### src/rtl/ahb_mailbox_fifo.sv
// AHB-Lite mailbox: firmware word writes feed a FIFO drained over valid/ready.
// Define AHB_MBOX_WAIT_EN to stall full-FIFO writes instead of dropping them.
module ahb_mailbox_fifo #(
  parameter int DEPTH = 16,
  parameter int CW    = $clog2(DEPTH) + 1
) (
  input  logic        clk,
  input  logic        resetn,
  input  logic        ahb_hsel_i,
  input  logic [31:0] ahb_haddr_i,
  input  logic        ahb_hwrite_i,
  input  logic [2:0]  ahb_hsize_i,
  input  logic [1:0]  ahb_htrans_i,
  input  logic [31:0] ahb_hwdata_i,
  input  logic        ahb_hready_i,
  output logic        ahb_hreadyout_o,
  output logic        ahb_hresp_o,
  output logic [31:0] ahb_hrdata_o,
  output logic        out_valid_o,
  output logic [31:0] out_data_o,
  input  logic        out_ready_i
);

  localparam int AW = $clog2(DEPTH);

  localparam logic [1:0] A_DATA = 2'd0;
  localparam logic [1:0] A_STAT = 2'd1;
  localparam logic [1:0] A_CTRL = 2'd2;

  logic          ap_valid;
  logic          ap_write;
  logic          ap_size_ok;
  logic [1:0]    ap_addr;

  logic [31:0]   mem [DEPTH];
  logic [AW-1:0] wr_ptr;
  logic [AW-1:0] rd_ptr;
  logic [CW-1:0] count;
  logic          overflow;

  logic          empty;
  logic          full;
  logic          dp_wr;
  logic          wr_done;
  logic          data_wr;
  logic          ctrl_wr;
  logic          flush;
  logic          ovf_clr;
  logic          pop_raw;
  logic          pop;
  logic          push;
  logic          drop;

  logic          unused_bits;

  assign unused_bits = ^{ahb_haddr_i[31:4],
                         ahb_haddr_i[1:0],
                         ahb_htrans_i[0]};

  assign empty = (count == '0);
  assign full  = (count == CW'(DEPTH));

  assign out_valid_o = ~empty;
  assign out_data_o  = empty ? '0 : mem[rd_ptr];
  assign ahb_hresp_o = 1'b0;

  assign dp_wr   = ap_valid & ap_write & ap_size_ok;
  assign pop_raw = out_valid_o & out_ready_i;

`ifdef AHB_MBOX_WAIT_EN
  // Hold the bus while a DATA write targets a full FIFO with no pop
  assign ahb_hreadyout_o =
    ~(dp_wr & (ap_addr == A_DATA) & full & ~pop_raw);
`else
  assign ahb_hreadyout_o = 1'b1;
`endif

  assign wr_done = dp_wr & ahb_hreadyout_o;
  assign data_wr = wr_done & (ap_addr == A_DATA);
  assign ctrl_wr = wr_done & (ap_addr == A_CTRL);
  assign flush   = ctrl_wr & ahb_hwdata_i[0];
  assign ovf_clr = ctrl_wr & ahb_hwdata_i[1];

  // A flush discards whatever the consumer took in that cycle
  assign pop  = pop_raw & ~flush;
  assign push = data_wr & (~full | pop);

`ifdef AHB_MBOX_WAIT_EN
  assign drop = 1'b0;
`else
  assign drop = data_wr & full & ~pop;
`endif

  // Capture the address phase whenever the bus advances
  always_ff @(posedge clk or negedge resetn) begin
    if (!resetn) begin
      ap_valid   <= 1'b0;
      ap_write   <= 1'b0;
      ap_size_ok <= 1'b0;
      ap_addr    <= '0;
    end else if (ahb_hready_i) begin
      ap_valid   <= ahb_hsel_i & ahb_htrans_i[1];
      ap_write   <= ahb_hwrite_i;
      ap_size_ok <= (ahb_hsize_i == 3'b010);
      ap_addr    <= ahb_haddr_i[3:2];
    end
  end

  // Pointer and fill-level bookkeeping
  always_ff @(posedge clk or negedge resetn) begin
    if (!resetn) begin
      wr_ptr <= '0;
      rd_ptr <= '0;
      count  <= '0;
    end else if (flush) begin
      wr_ptr <= '0;
      rd_ptr <= '0;
      count  <= '0;
    end else begin
      if (push)
        wr_ptr <= wr_ptr + 1'b1;
      if (pop)
        rd_ptr <= rd_ptr + 1'b1;
      unique case ({push, pop})
        2'b10:   count <= count + 1'b1;
        2'b01:   count <= count - 1'b1;
        default: count <= count;
      endcase
    end
  end

  // Storage array; contents are don't-care until written
  always_ff @(posedge clk) begin
    if (push)
      mem[wr_ptr] <= ahb_hwdata_i;
  end

  // Sticky overflow; a same-cycle set beats the clear
  always_ff @(posedge clk or negedge resetn) begin
    if (!resetn)
      overflow <= 1'b0;
    else if (drop)
      overflow <= 1'b1;
    else if (ovf_clr)
      overflow <= 1'b0;
  end

  // Read data for the captured address, from pre-edge state
  always_comb begin
    ahb_hrdata_o = '0;
    if (ap_valid && !ap_write && ap_addr == A_STAT) begin
      ahb_hrdata_o[CW-1:0] = count;
      ahb_hrdata_o[16]     = empty;
      ahb_hrdata_o[17]     = full;
      ahb_hrdata_o[18]     = overflow;
    end
  end

endmodule

### config.mk
export PLATFORM = sky130hd
export DESIGN_NAME = ahb_mailbox_fifo
export DESIGN_NICKNAME = d
export VERILOG_FILES = /design/src/rtl/ahb_mailbox_fifo.sv
export SDC_FILE = /design/constraint.sdc
export NUM_CORES = 1
export LEC_CHECK = 0
export CAP_MARGIN = 20
export CORE_MARGIN = 10
export CORE_UTILIZATION = 40
export DETAILED_ROUTE_END_ITERATION = 6
export GPL_ROUTABILITY_DRIVEN = 0
export SYNTH_ARGS = -nofsm -noshare
export SYNTH_HDL_FRONTEND = slang
export SYNTH_SLANG_ARGS = --single-unit
### constraint.sdc
create_clock -name clk -period 6.52 [get_ports clk]
set_clock_uncertainty 0.05 [all_clocks]
set_input_delay 0.652 -clock clk [delete_from_list [all_inputs] [get_ports clk]]
set_output_delay 0.652 -clock clk [all_outputs]
set_load 0.01 [all_outputs]
# == Word-level counts from Yosys, hierarchy flattened ==
# Memories as Yosys holds them, arrays and structs flattened.
# Index checks and enable logic that the tools add are counted.
# word_totals
mem_bits_rw,512
romBits,0
n_memories,1
latchBits,0
input_bits,75
out_inout_bits,67
reg_bits,19
# op_classes
shifts,0
eq_ne,6
n_div,0
add_sub_neg,4
n_mul,0
bitwise,17
n_lt_le_gt_ge,0
muxes,13
n_reduce_logical,9
# memory_table
name,depth,width,read_ports,rd_clocked_by_memory_dff,wr,line_no,text
mem,16,32,1,0,1,35,logic [31:0] mem [DEPTH];
# op_table
op,count
2-to-1 mux 32 bit,1
2-to-1 mux 4 bit,4
bitwise AND 1 bit,12
2-to-1 mux 5 bit,2
one-hot mux 5 bit (2 select lines),1
"adder 4 x 1 -> 4 bit, second input constant",2
nonzero test 2 bit,3
"adder 5 x 1 -> 5 bit, second input constant",1
"== test 5 bit, second input constant",1
logical NOT 5 bit,1
"subtractor 5 x 1 -> 5 bit, second input constant",1
"== test 2 x 1 -> 1 bit, second input constant",2
"== test 2 bit, second input constant",2
2-to-1 mux 1 bit,4
NOT 1 bit,4
"== test 3 x 2 -> 1 bit, second input constant",1
2-to-1 mux 3 bit,1
nonzero test 3 bit,1
logical AND 1 bit,2
logical NOT 2 bit,1
logical NOT 1 bit,1
bitwise OR 1 bit,1

# == Logic depth before layout (Yosys ltp) ==
# Gate-level depths: netlist of run 1.
# depth
word_depth,11
depth_mapped,9

# == Least setup slack after synthesis of run 1 ==
# Ideal clock, no wire load.
# synth_timing
kind,input port to flip-flop
from,input out_ready_i
to,memory mem[10][0] (enable)
path_buffers,1
setup_time_ns,0.461
path_stages,5
t_arrival_ns,3.884
slack_ns,2.125
path_cell_list,clkbuf_1 > inv_1 > a311oi_2 > nand2_1 > nor3_1
# synth_via
elab_chain_len,6
# synth_rtl
item,line_no,text
from (decl),21,input logic out_ready_i
bitwise AND 1 bit,68,assign pop_raw = out_valid_o & out_ready_i;
bitwise AND 1 bit,85,assign pop = pop_raw & ~flush;
bitwise OR 1 bit,86,assign push = data_wr & (~full | pop);
bitwise AND 1 bit,86,
2-to-1 mux 1 bit,134,if (push)
2-to-1 mux 1 bit (not written as such),135,mem[wr_ptr] <= ahb_hwdata_i;
to (decl),35,
# Every way passes these cells.

# == Worst setup path after layout of run 1 ==
# layout_timing
from,register rd_ptr[0]
to,output out_data_o[22]
# layout_via
elab_chain_len,2
# layout_rtl
item,line_no,text
from (decl),37,logic [AW-1:0] rd_ptr;
from (signal assigned),123,rd_ptr <= rd_ptr + 1'b1;
memory (16 x 32 bit),--,
2-to-1 mux 32 bit,64,assign out_data_o = empty ? '0 : mem[rd_ptr];
to (decl),20,"output logic [31:0] out_data_o,"
# Every way passes these cells.

==> results of run 1 <==
kinds of logic (layout without fill, tap and decap cells):
| family | Yosys count | count (layout) | synth area share [%] |
|---|---|---|---|
| adders and majority gates | 7 | 7 | 0.418 |
| and+or+nand+nor | 104 | 104 | 2.80 |
| AOI/OAI and AO/OA | 23 | 23 | 0.860 |
| DFF | 531 | 531 | 75.6 |
| muxes | 167 | 167 | 17.6 |
| other | 2 | 26 | 0.0358 |
| buffers and inverters | 85 | 219 | 2.41 |
| xor gates and xnor gates | 7 | 7 | 0.292 |
cell usage after synthesis, types with 2 or more instances:
| library cell | n | area, um2 |
|---|---|---|
| sky130_fd_sc_hd__nor3b_1 | 3 | 22.5 |
| sky130_fd_sc_hd__o21ai_0 | 6 | 30.0 |
| sky130_fd_sc_hd__ha_1 | 7 | 87.6 |
| sky130_fd_sc_hd__inv_1 | 12 | 45.0 |
| sky130_fd_sc_hd__buf_6 | 11 | 124 |
| sky130_fd_sc_hd__and3_1 | 4 | 25.0 |
| sky130_fd_sc_hd__nor2_1 | 18 | 67.6 |
| sky130_fd_sc_hd__a21oi_1 | 4 | 20.0 |
| sky130_fd_sc_hd__xor2_1 | 4 | 35.0 |
| sky130_fd_sc_hd__nand3_1 | 6 | 30.0 |
| sky130_fd_sc_hd__mux2_2 | 4 | 45.0 |
| sky130_fd_sc_hd__buf_2 | 5 | 25.0 |
| sky130_fd_sc_hd__xnor2_1 | 3 | 26.3 |
| sky130_fd_sc_hd__nand3b_1 | 2 | 15.0 |
| sky130_fd_sc_hd__and2_1 | 47 | 294 |
| sky130_fd_sc_hd__buf_1 | 11 | 41.3 |
| sky130_fd_sc_hd__dfrtp_1 | 19 | 475 |
| sky130_fd_sc_hd__edfxtp_1 | 512 | 15400 |
| sky130_fd_sc_hd__nor3_1 | 5 | 25.0 |
| sky130_fd_sc_hd__conb_1 | 2 | 7.51 |
| sky130_fd_sc_hd__nand2_1 | 9 | 33.8 |
| sky130_fd_sc_hd__mux2i_1 | 2 | 20.0 |
| sky130_fd_sc_hd__mux4_2 | 160 | 3600 |
| sky130_fd_sc_hd__clkbuf_1 | 20 | 75.1 |
| sky130_fd_sc_hd__buf_4 | 26 | 195 |
state kept, by name, summed over array words and instances (netlist names):
register,count
mem,512
count,5
rd_ptr,4
wr_ptr,4
ap_addr,2
ap_size_ok,1
ap_valid,1
ap_write,1
overflow,1
worst min-delay path, stage by stage (launching register included):
cell	delay [ns]
sky130_fd_sc_hd__dfrtp_1	0.36
sky130_fd_sc_hd__nand2_1	0.05
sky130_fd_sc_hd__o21ai_0	0.07
report_power, final:
group | switching [W] | internal, W
registers | 0.000222 | 0.00378
logic | 0.00104 | 0.00151
clock network | 0.00124 | 0.00160
total | 0.00250 | 0.00689
through the flow:
stage	instance area (um2)	power (W)	setup slack [ns]
after CTS	24200	0.00955	1.85
after detailed placement	22600	0.00670	2.15
final	24200	0.00940	2.00
after global placement	22600	0.00670	2.26
after global routing	24200	0.00985	1.74
after floorplan	21100	0.00581	2.13
area by class of cell:
| cell class | count | area (um2) | share of cell area [%] |
|---|---|---|---|
| Clock buffer | 78 | 1500 | 6.21 |
| Tap cell | 680 | 851 | 3.52 |
| Multi-Input combinational cell | 334 | 4760 | 19.7 |
| Inverter | 12 | 45.0 | 0.186 |
| Sequential cell | 531 | 15900 | 65.5 |
| Clock inverter | 19 | 121 | 0.502 |
| Timing Repair Buffer | 110 | 1060 | 4.38 |
worst paths after layout:
kind	from	cells past startpoint	end	slack, ns
worst min-delay path	overflow$_DFFE_PN0P_	2	overflow$_DFFE_PN0P_	0.47
min in group asynchronous	resetn	1	count[1]$_DFFE_PN0P_	0.53
worst min register to register	overflow$_DFFE_PN0P_	2	overflow$_DFFE_PN0P_	0.47
max in group asynchronous	resetn	1	rd_ptr[1]$_DFFE_PN0P_	5.22
worst max register to register	count[1]$_DFFE_PN0P_	5	mem[7][25]$_DFFE_PP_	3.09
worst max-delay path	rd_ptr[0]$_DFFE_PN0P_	5	out_data_o[22]	2.00
layer usage:
layer	track usage (%)	vias up	wire length, um
li1	-	4047	-
met1	19.1	5084	19100
met2	22.6	305	21300
met3	3.23	58	3040
met4	3.82	6	736
met5	0	-	24
==> load_flow_metrics.sql, run 1 <==
INSERT INTO impl_metrics (metric_group, metric, value, unit) VALUES
('run_status', 'run_status', 'completed', ''),
('cts', 'postCtsHoldBufs', '0', ''),
('cells_and_area', 'final_cell_count_no_fill', '1764', ''),
('synthesis', 'netlist-cell-type-count', '49', ''),
('pwr', 'p_leak', '7.60', 'nW'),
('grt', 'grt_first_pass_wirelength', '66.0', 'mm'),
('drt', 'route.antenna.remaining_nets', '0', ''),
('worst_setup_path', 'path_buf_inv', '2', ''),
('synthesis', 'synth-edff-count', '512', ''),
('synthesis', 'synth-async-reset-ratio', '3.58', '%'),
('timing', 'maxSlewHeadroom', '32.9', '%'),
('worst_setup_path', 'cp_top_delay_family', 'buffers and inverters', ''),
('timing', 'finalMaxSlewViolations', '0', ''),
('worst_setup_path', 'worst_path_most_repeated_cell', 'sky130_fd_sc_hd__mux4_2', ''),
('worst_setup_path', 'crit_required', '5.82', 'ns'),
('cts', 'clock-root-buffer', 'sky130_fd_sc_hd__clkbuf_16', ''),
('synthesis', 'synth.yosys.seq_area_share', '75.6', '%'),
('cells_and_area', 'final_net_count', '1125', ''),
('worst_setup_path', 'crit_path_cell_trace', 'buf_4 -> mux4_2 -> mux4_2 -> and2_1 -> clkdlybuf4s50_1', ''),
('timing', 'worst_hold_slack', '0.473', 'ns'),
('cts', 'cts_num_sinks', '531', ''),
('cts', 'ctsHtreeMaxLevel', '2', ''),
('die', 'design.die.area', '62000', 'um2'),
('cts', 'postCtsResizedCells', '0', ''),
('synthesis', 'synth_seq_cells', '531', ''),
('worst_setup_path', 'worstPathArrival', '3.82', 'ns'),
('die', 'row_count', '83', ''),
('die', 'die_boundary_width', '249', 'um'),
('cells_and_area', 'count_of_inserted_antenna_diode_cells', '0', ''),
('worst_setup_path', 'critical_path_peak_fanout', '38', ''),
('pwr', 'power_density', '388', 'nW/um2'),
('drt', 'vias', '9500', ''),
('hold_path', 'timing.hold.worst.class', 'reg -> reg', ''),
('timing', 'setup_viol_count_final', '0', ''),
('grt', 'grt_antenna_before_repair', '4', ''),
('cells_and_area', 'final_cell_mix', 'sky130_fd_sc_hd__edfxtp_1 (512), sky130_fd_sc_hd__mux4_2 (160), sky130_fd_sc_hd__clkdlybuf4s50_1 (84)', ''),
('timing', 'tightestPinTransition', '1.00', 'ns'),
('worst_setup_path', 'timing.setup.critical_path_class', 'reg -> out', ''),
('cts', 'cts_clk_pin_slew_worst_paths', '0.06', 'ns'),
('cells_and_area', 'filler_cell_count', '4219', ''),
('drt', 'drt_pass1_iterations', '5', ''),
('pwr', 'power.ir.vdd_worst', '0.189', 'mV'),
('worst_setup_path', 'setup.worst_path.end_class', 'output port', ''),
('cells_and_area', 'layout_commonest_cell', 'sky130_fd_sc_hd__edfxtp_1', ''),
('place', 'placed_cells_incl_taps', '1667', ''),
('grt', 'gr-usage-all-layers', '14.1', '%'),
('timing', 'highest_clock_rate', '221', 'MHz'),
('synthesis', 'synthesis.instances', '926', ''),
('synthesis', 'postSynthAreaPerCell', '22.6', 'um2'),
('place', 'place.port_buffers', '84', ''),
('cells_and_area', 'layout.core_utilization', '46.9', '%'),
('job', 'drv_cap', '0', ''),
('drt', 'detail_route.iter0.violations', '865', ''),
('timing', 'finalWorstPathRequiredPeriod', '4.52', 'ns'),
('cells_and_area', 'syn_to_final_growth', '15.4', '%'),
('synthesis', 'yosysWarnings', '0', ''),
('die', 'initial_utilization', '40.6', '%'),
('die', 'ios', '142', ''),
('grt', 'grt_start_max_net_pins', '76', ''),
('grt', 'grt_remaining_overflow', '0', ''),
('drt', 'drcViolationCount', '0', ''),
('worst_setup_path', 'crit_slowest_cell', 'sky130_fd_sc_hd__buf_4', ''),
('place', 'place.detailed.hpwl', '23.3', 'mm'),
('cts', 'clk_path_buf_depth', '3', ''),
('synthesis', 'syn_area', '21000', 'um2'),
('cts', 'postCtsSetupBuffers', '0', ''),
('cells_and_area', 'post_route_cells_drive_above_1_share', '26.7', '%'),
('die', 'core-area', '51600', 'um2'),
('cts', 'tritoncts', 'done', ''),
('synthesis', 'synth-main-ff-cell', 'sky130_fd_sc_hd__edfxtp_1', ''),
('timing', 'setup_tns', '0', 'ns'),
('worst_setup_path', 'start_kind', 'flip-flop', ''),
('drt', 'post_drt_via_cell_ratio', '5.39', ''),
('cts', 'insertion_delay', '0.58', 'ns'),
('drt', 'wl', '44.2', 'mm'),
('grt', 'vias_in_the_first_global_route', '10098', ''),
('timing', 'setup_repair_after_global_routing_missed_its_margin', 'false', ''),
('drt', 'route.detailed.wl_per_inst', '25.0', 'um'),
('timing', 'hold_violations', '0', ''),
('timing', 'finalCritPeriodShare', '69.3', '%'),
('die', 'fp.dieH', '249', 'um'),
('cts', 'number_of_buffers_created_by_cts', '54', ''),
('worst_setup_path', 'max_stage_delay', '0.72', 'ns');
No activity file was read; power rests on OpenSTA's default activity.
==> run 2: changes to the inputs <==
Clock period 6.52 ns to 4.2 ns, I/O delays scaled along.
==> run 2 against run 1 <==
Compared with the run above:
- sequential power grew 54%
- critical path depth did not move
- critical path type unchanged
- clock power up 52%
- largest power group unchanged
==> load_flow_metrics.sql, run 2 (same netlist as run 1, synthesis figures left out) <==
INSERT INTO impl_metrics (metric_group, metric, value, unit) VALUES
('run_status', 'run_status', 'completed', ''),
('cells_and_area', 'largest-register', 'mem', ''),
('drt', 'route.detailed.wl_per_inst', '25.0', 'um'),
('cts', 'postCtsHoldBufs', '0', ''),
('cts', 'insertion_delay', '0.60', 'ns'),
('cells_and_area', 'final_design_area_no_fill', '24400', 'um2'),
('timing', 'worst_hold_slack', '0.289', 'ns'),
('cells_and_area', 'multiInputGateArea', '4760', 'um2'),
('cells_and_area', 'post_route_cells_drive_above_1_share', '27.9', '%'),
('place', 'place.detailed.hpwl', '25.2', 'mm'),
('drt', 'drt_pass1_iterations', '4', ''),
('timing', 'highest_clock_rate', '253', 'MHz'),
('cells_and_area', 'layout_commonest_cell', 'sky130_fd_sc_hd__edfxtp_1', ''),
('timing', 'finalMaxSlewViolations', '0', ''),
('timing', 'finalCritPeriodShare', '93.9', '%'),
('place', 'postPlaceCellArea', '22900', 'um2'),
('drt', 'vias', '9561', ''),
('cells_and_area', 'syn_to_final_growth', '16.5', '%'),
('pwr', 'p_leak', '7.73', 'nW'),
('drt', 'route.antenna.remaining_nets', '0', ''),
('die', 'initial_utilization', '40.6', '%'),
('job', 'drv_cap', '0', ''),
('drt', 'detail_route.iter0.violations', '779', ''),
('worst_setup_path', 'timing.setup.critical_path_class', 'reg -> out', ''),
('timing', 'setup_viol_count_final', '0', ''),
('cts', 'postCtsSetupBuffers', '0', ''),
('cells_and_area', 'top_regs', 'mem (512), count (5)', ''),
('cells_and_area', 'ff_latch_area', '15900', 'um2'),
('worst_setup_path', 'worst-r2r-setup-slack', '1.31', 'ns'),
('die', 'ios', '142', ''),
('cells_and_area', 'count_of_inserted_antenna_diode_cells', '0', ''),
('cts', 'number_of_buffers_created_by_cts', '54', ''),
('worst_setup_path', 'setup.worst_path.end_class', 'output port', ''),
('drt', 'drcViolationCount', '0', ''),
('grt', 'vias_in_the_first_global_route', '10391', ''),
('timing', 'maxSlewHeadroom', '38.3', '%'),
('cts', 'cts_num_sinks', '531', ''),
('grt', 'grt_first_pass_wirelength', '67.6', 'mm'),
('worst_setup_path', 'worstPathArrival', '3.48', 'ns'),
('grt', 'grt_antenna_before_repair', '2', ''),
('die', 'row_count', '83', ''),
('grt', 'grt_remaining_overflow', '0', ''),
('cts', 'clock-root-buffer', 'sky130_fd_sc_hd__clkbuf_16', ''),
('die', 'design.die.area', '62000', 'um2'),
('worst_setup_path', 'start_kind', 'flip-flop', ''),
('drt', 'post_drt_via_cell_ratio', '5.35', ''),
('pwr', 'power_density', '601', 'nW/um2'),
('cts', 'postCtsResizedCells', '0', ''),
('timing', 'setup_tns', '0', 'ns'),
('grt', 'gr-usage-all-layers', '14.4', '%'),
('cts', 'ctsHtreeMaxLevel', '2', ''),
('die', 'fp.dieH', '249', 'um'),
('cts', 'cts_clk_pin_slew_worst_paths', '0.06', 'ns'),
('hold_path', 'timing.hold.worst.class', 'in -> async', ''),
('die', 'core-area', '51600', 'um2'),
('cts', 'clk_path_buf_depth', '3', ''),
('cells_and_area', 'final_cell_mix', 'sky130_fd_sc_hd__edfxtp_1 (512), sky130_fd_sc_hd__mux4_2 (160), sky130_fd_sc_hd__clkdlybuf4s50_1 (84)', ''),
('cells_and_area', 'largest_reg_flops', '512', ''),
('pwr', 'power.ir.vdd_worst', '0.341', 'mV'),
('worst_setup_path', 'crit_required', '3.73', 'ns'),
('cts', 'tritoncts', 'done', ''),
('timing', 'hold_violations', '0', ''),
('worst_setup_path', 'critical_path_peak_fanout', '26', ''),
('cells_and_area', 'final_cell_count_no_fill', '1786', ''),
('worst_setup_path', 'r2r_cells', '5', ''),
('timing', 'finalWorstPathRequiredPeriod', '3.95', 'ns'),
('die', 'die_boundary_width', '249', 'um'),
('cells_and_area', 'final_net_count', '1146', ''),
('place', 'place.port_buffers', '84', ''),
('cells_and_area', 'layout.core_utilization', '47.3', '%'),
('cells_and_area', 'filler_cell_count', '4208', ''),
('timing', 'tightestPinTransition', '0.922', 'ns'),
('grt', 'grt_start_max_net_pins', '37', ''),
('timing', 'setup_repair_after_global_routing_missed_its_margin', 'false', ''),
('drt', 'wl', '44.6', 'mm'),
('place', 'placed_cells_incl_taps', '1688', '');
==> run 2: power breakdown <==
group          leakage [nW]  internal (W)  switching (W)  total (W)
sequential             4.82       0.00587       0.000301    0.00617
clock                 0.770       0.00237        0.00194    0.00431
combinational          2.14       0.00249        0.00171    0.00420
total                  7.73        0.0107        0.00395     0.0147
==> run 2: worst max-delay path: stages (launching register included) <==
cell                              delay, ns
sky130_fd_sc_hd__dfrtp_4               0.84
sky130_fd_sc_hd__buf_4                 0.28
sky130_fd_sc_hd__mux4_2                0.51
sky130_fd_sc_hd__mux4_2                0.56
sky130_fd_sc_hd__and2_1                0.19
sky130_fd_sc_hd__clkdlybuf4s50_1       0.51
==> run 2: routing by layer <==
layer / global-route usage (%) / share of wire, % / vias up
met5: 0 / 0.016 / -
met4: 3.07 / 1.4 / 2
met3: 3.33 / 5.5 / 54
met2: 23.6 / 50 / 221
met1: 19.2 / 44 / 5189
li1: - / - / 4095
==> run 2: path summary, 6_finish.rpt <==
kind,endpoint,from
setup / recovery,out_data_o[1],rd_ptr[0]$_DFFE_PN0P_
hold / removal,count[0]$_DFFE_PN0P_,resetn
setup reg to reg,mem[4][13]$_DFFE_PP_,count[1]$_DFFE_PN0P_
hold reg to reg,overflow$_DFFE_PN0P_,overflow$_DFFE_PN0P_
max in group asynchronous,rd_ptr[0]$_DFFE_PN0P_,resetn
min in group clk,ap_size_ok$_DFFE_PN0P_,ahb_hsize_i[1]
==> run 2: layout make-up <==
class	instances	area share, %
clock inverter	27	0.635
multi-input combinational	334	19.5
tap	680	3.48
clock buffer	71	5.79
inverter	12	0.184
timing repair buffer	131	5.50
sequential	531	64.9
==> run 2: metrics by stage <==
stage / total power [W] / setup slack (ns)
5_1_grt: 0.0153 / 0.0863
4_1_cts: 0.0149 / 0.191
6_report: 0.0147 / 0.254
3_5_place_dp: 0.0106 / 0.739
2_1_floorplan: 0.00902 / 0.0374
3_3_place_gp: 0.0106 / 0.731
==> run 3: changes to the inputs <==
Settings changed: CAP_MARGIN 20 to unset, SETUP_SLACK_MARGIN set to 0.2.
==> run 3 against run 2 <==
Compared with the run above:
- critical path depth unchanged
- global-route usage up 0.070 points
- sequential power about the same
- non-clock buffer count up 1
- clock power about the same
- critical endpoint unchanged
- largest cell class unchanged
==> load_flow_metrics.sql, run 3 (same netlist as run 1, synthesis figures left out) <==
INSERT INTO impl_metrics (metric_group, metric, value, unit) VALUES
('run_status', 'run_status', 'completed', ''),
('drt', 'route.antenna.remaining_nets', '0', ''),
('die', 'ios', '142', ''),
('cts', 'tritoncts', 'done', ''),
('worst_setup_path', 'start_kind', 'flip-flop', ''),
('worst_setup_path', 'max_stage_delay', '0.71', 'ns'),
('cts', 'ctsHtreeMaxLevel', '2', ''),
('worst_setup_path', 'path_buf_inv', '2', ''),
('cts', 'insertion_delay', '0.60', 'ns'),
('worst_setup_path', 'crit_required', '3.73', 'ns'),
('drt', 'detail_route.iter0.violations', '741', ''),
('place', 'place.port_buffers', '84', ''),
('timing', 'hold_violations', '0', ''),
('cells_and_area', 'count_of_inserted_antenna_diode_cells', '0', ''),
('worst_setup_path', 'crit_slowest_cell', 'sky130_fd_sc_hd__dfrtp_4', ''),
('cts', 'cts_clk_pin_slew_worst_paths', '0.06', 'ns'),
('timing', 'highest_clock_rate', '266', 'MHz'),
('worst_setup_path', 'cp_num_cells', '5', ''),
('worst_setup_path', 'r2r_cells', '5', ''),
('worst_setup_path', 'critical_path_peak_fanout', '14', ''),
('cells_and_area', 'layout_commonest_cell', 'sky130_fd_sc_hd__edfxtp_1', ''),
('grt', 'gr-usage-all-layers', '14.5', '%'),
('pwr', 'power_density', '602', 'nW/um2'),
('timing', 'finalMaxSlewViolations', '0', ''),
('timing', 'finalCritPeriodShare', '89.6', '%'),
('drt', 'route.detailed.wl_per_inst', '25.1', 'um'),
('cts', 'postCtsHoldBufs', '0', ''),
('job', 'drv_cap', '0', ''),
('cells_and_area', 'syn_to_final_growth', '16.6', '%'),
('timing', 'setup_tns', '0', 'ns'),
('worst_setup_path', 'critical_path.reg2reg.startpoint', 'count[1]$_DFFE_PN0P_', ''),
('cts', 'clk_path_buf_depth', '3', ''),
('place', 'place.detailed.hpwl', '25.2', 'mm'),
('timing', 'finalWorstPathRequiredPeriod', '3.76', 'ns'),
('worst_setup_path', 'worst_path_most_repeated_cell', 'sky130_fd_sc_hd__mux4_2', ''),
('drt', 'post_drt_via_cell_ratio', '5.34', ''),
('worst_setup_path', 'cp_top_delay_family', 'multiplexers', ''),
('cts', 'number_of_buffers_created_by_cts', '54', ''),
('die', 'initial_utilization', '40.6', '%'),
('die', 'die_boundary_width', '249', 'um'),
('cells_and_area', 'largest-register', 'mem', ''),
('cells_and_area', 'final_cell_mix', 'sky130_fd_sc_hd__edfxtp_1 (512), sky130_fd_sc_hd__mux4_2 (160), sky130_fd_sc_hd__clkdlybuf4s50_1 (84)', ''),
('worst_setup_path', 'setup.worst_path.end_class', 'output port', ''),
('pwr', 'p_leak', '7.74', 'nW'),
('pwr', 'power.ir.vdd_worst', '0.340', 'mV'),
('cells_and_area', 'top_regs', 'mem (512), count (5)', ''),
('cells_and_area', 'final_design_area_no_fill', '24400', 'um2'),
('place', 'postPlaceCellArea', '22900', 'um2'),
('timing', 'maxSlewHeadroom', '38.2', '%'),
('timing', 'tightestPinTransition', '0.924', 'ns'),
('worst_setup_path', 'worst_setup_path_endpoint', 'out_data_o[1]', ''),
('cells_and_area', 'largest_reg_flops', '512', ''),
('grt', 'vias_in_the_first_global_route', '10405', ''),
('drt', 'drt_pass1_iterations', '5', ''),
('cells_and_area', 'final_net_count', '1147', ''),
('grt', 'grt_start_max_net_pins', '37', ''),
('grt', 'grt_remaining_overflow', '0', ''),
('grt', 'grt_first_pass_wirelength', '67.9', 'mm'),
('cells_and_area', 'layout.core_utilization', '47.4', '%'),
('drt', 'drcViolationCount', '0', ''),
('die', 'row_count', '83', ''),
('cts', 'cts_num_sinks', '531', ''),
('worst_setup_path', 'timing.setup.critical_path_class', 'reg -> out', ''),
('drt', 'vias', '9551', ''),
('cells_and_area', 'post_route_cells_drive_above_1_share', '28.0', '%'),
('worst_setup_path', 'crit_path_cell_trace', 'buf_4 -> mux4_2 -> mux4_2 -> and2_1 -> clkdlybuf4s50_1', ''),
('worst_setup_path', 'worst-r2r-setup-slack', '1.25', 'ns'),
('hold_path', 'timing.hold.worst.class', 'in -> async', ''),
('worst_setup_path', 'r2r_end', 'mem[4][9]$_DFFE_PP_', ''),
('die', 'core-area', '51600', 'um2'),
('worst_setup_path', 'source_of_the_critical_timing_path', 'rd_ptr[0]$_DFFE_PN0P_', ''),
('timing', 'setup_repair_after_global_routing_missed_its_margin', 'false', ''),
('drt', 'wl', '44.9', 'mm'),
('worst_setup_path', 'worstPathArrival', '3.29', 'ns'),
('cts', 'clock-root-buffer', 'sky130_fd_sc_hd__clkbuf_16', ''),
('grt', 'grt_antenna_before_repair', '2', ''),
('die', 'fp.dieH', '249', 'um'),
('timing', 'worst_hold_slack', '0.289', 'ns'),
('timing', 'setup_viol_count_final', '0', ''),
('die', 'design.die.area', '62000', 'um2');
-- run 3: cell types whose count changed in the layout (fill, tap and decap cells not counted), sizes merged --
cell | previous run | this run
buf | 47 | 48
-- run 3: worst reg2reg max path, stage by stage (launching register included) --
cell	delay [ns]
sky130_fd_sc_hd__dfrtp_1	0.51
sky130_fd_sc_hd__nor4_1	0.17
sky130_fd_sc_hd__a311oi_2	0.74
sky130_fd_sc_hd__nand3b_1	0.49
sky130_fd_sc_hd__nor2_4	0.20
sky130_fd_sc_hd__buf_4	0.42
-- run 3: where the power goes --
group | internal [W] | switching [W]
logic | 0.00251 | 0.00175
clock network | 0.00237 | 0.00194
registers | 0.00587 | 0.000275
total | 0.0107 | 0.00396
-- run 3: how the worst min path moves through the flow --
stage	slack [ns]	endpoint	start	cells after the start
2_1_floorplan	0.07	ap_addr[0]$_DFFE_PN0P_	resetn	0
5_1_grt	0.34	count[0]$_DFFE_PN0P_	resetn	1
3_5_place_dp	0.49	overflow$_DFFE_PN0P_	overflow$_DFFE_PN0P_	2
6_report	0.29	count[0]$_DFFE_PN0P_	resetn	1
3_3_place_gp	0.47	overflow$_DFFE_PN0P_	ap_addr[1]$_DFFE_PN0P_	1
4_1_cts	0.30	count[0]$_DFFE_PN0P_	resetn	1
-- run 3: area by class of cell --
type                       instances  area (um2)
clock buffer                      71        1420
sequential                       531       15900
multi-input combinational        334        4760
timing repair buffer             132        1360
clock inverter                    27         155
tap                              680         851
inverter                          12        45.0
fill                            4208       27200
-- run 3: metrics by stage --
stage / setup WS [ns] / total power, W / std cells
2_1_floorplan: 0.0374 / 0.00902 / 950
3_3_place_gp: 0.731 / 0.0106 / 1688
3_5_place_dp: 0.739 / 0.0106 / 1688
4_1_cts: 0.370 / 0.0150 / 1787
5_1_grt: 0.291 / 0.0154 / 1787
6_report: 0.436 / 0.0147 / 1787
-- run 3: per-layer routing --
metal  global-route usage [%]  up-vias  wire length (um)  part of all wire (%)
li1                         -     4095                 -                     -
met1                     19.4     5174             19500                    43
met2                     23.7      226             22200                    49
met3                     3.34       54              2560                   5.7
met4                     3.07        2               606                   1.4
met5                        0        -                 7                 0.016
-- run 3: what timing repair did --
item | 4_1_cts | 5_1_grt
endpoints found under the setup margin | 1 | 0
gates resized for setup | 0 | 0
buffers inserted | 1 | 0
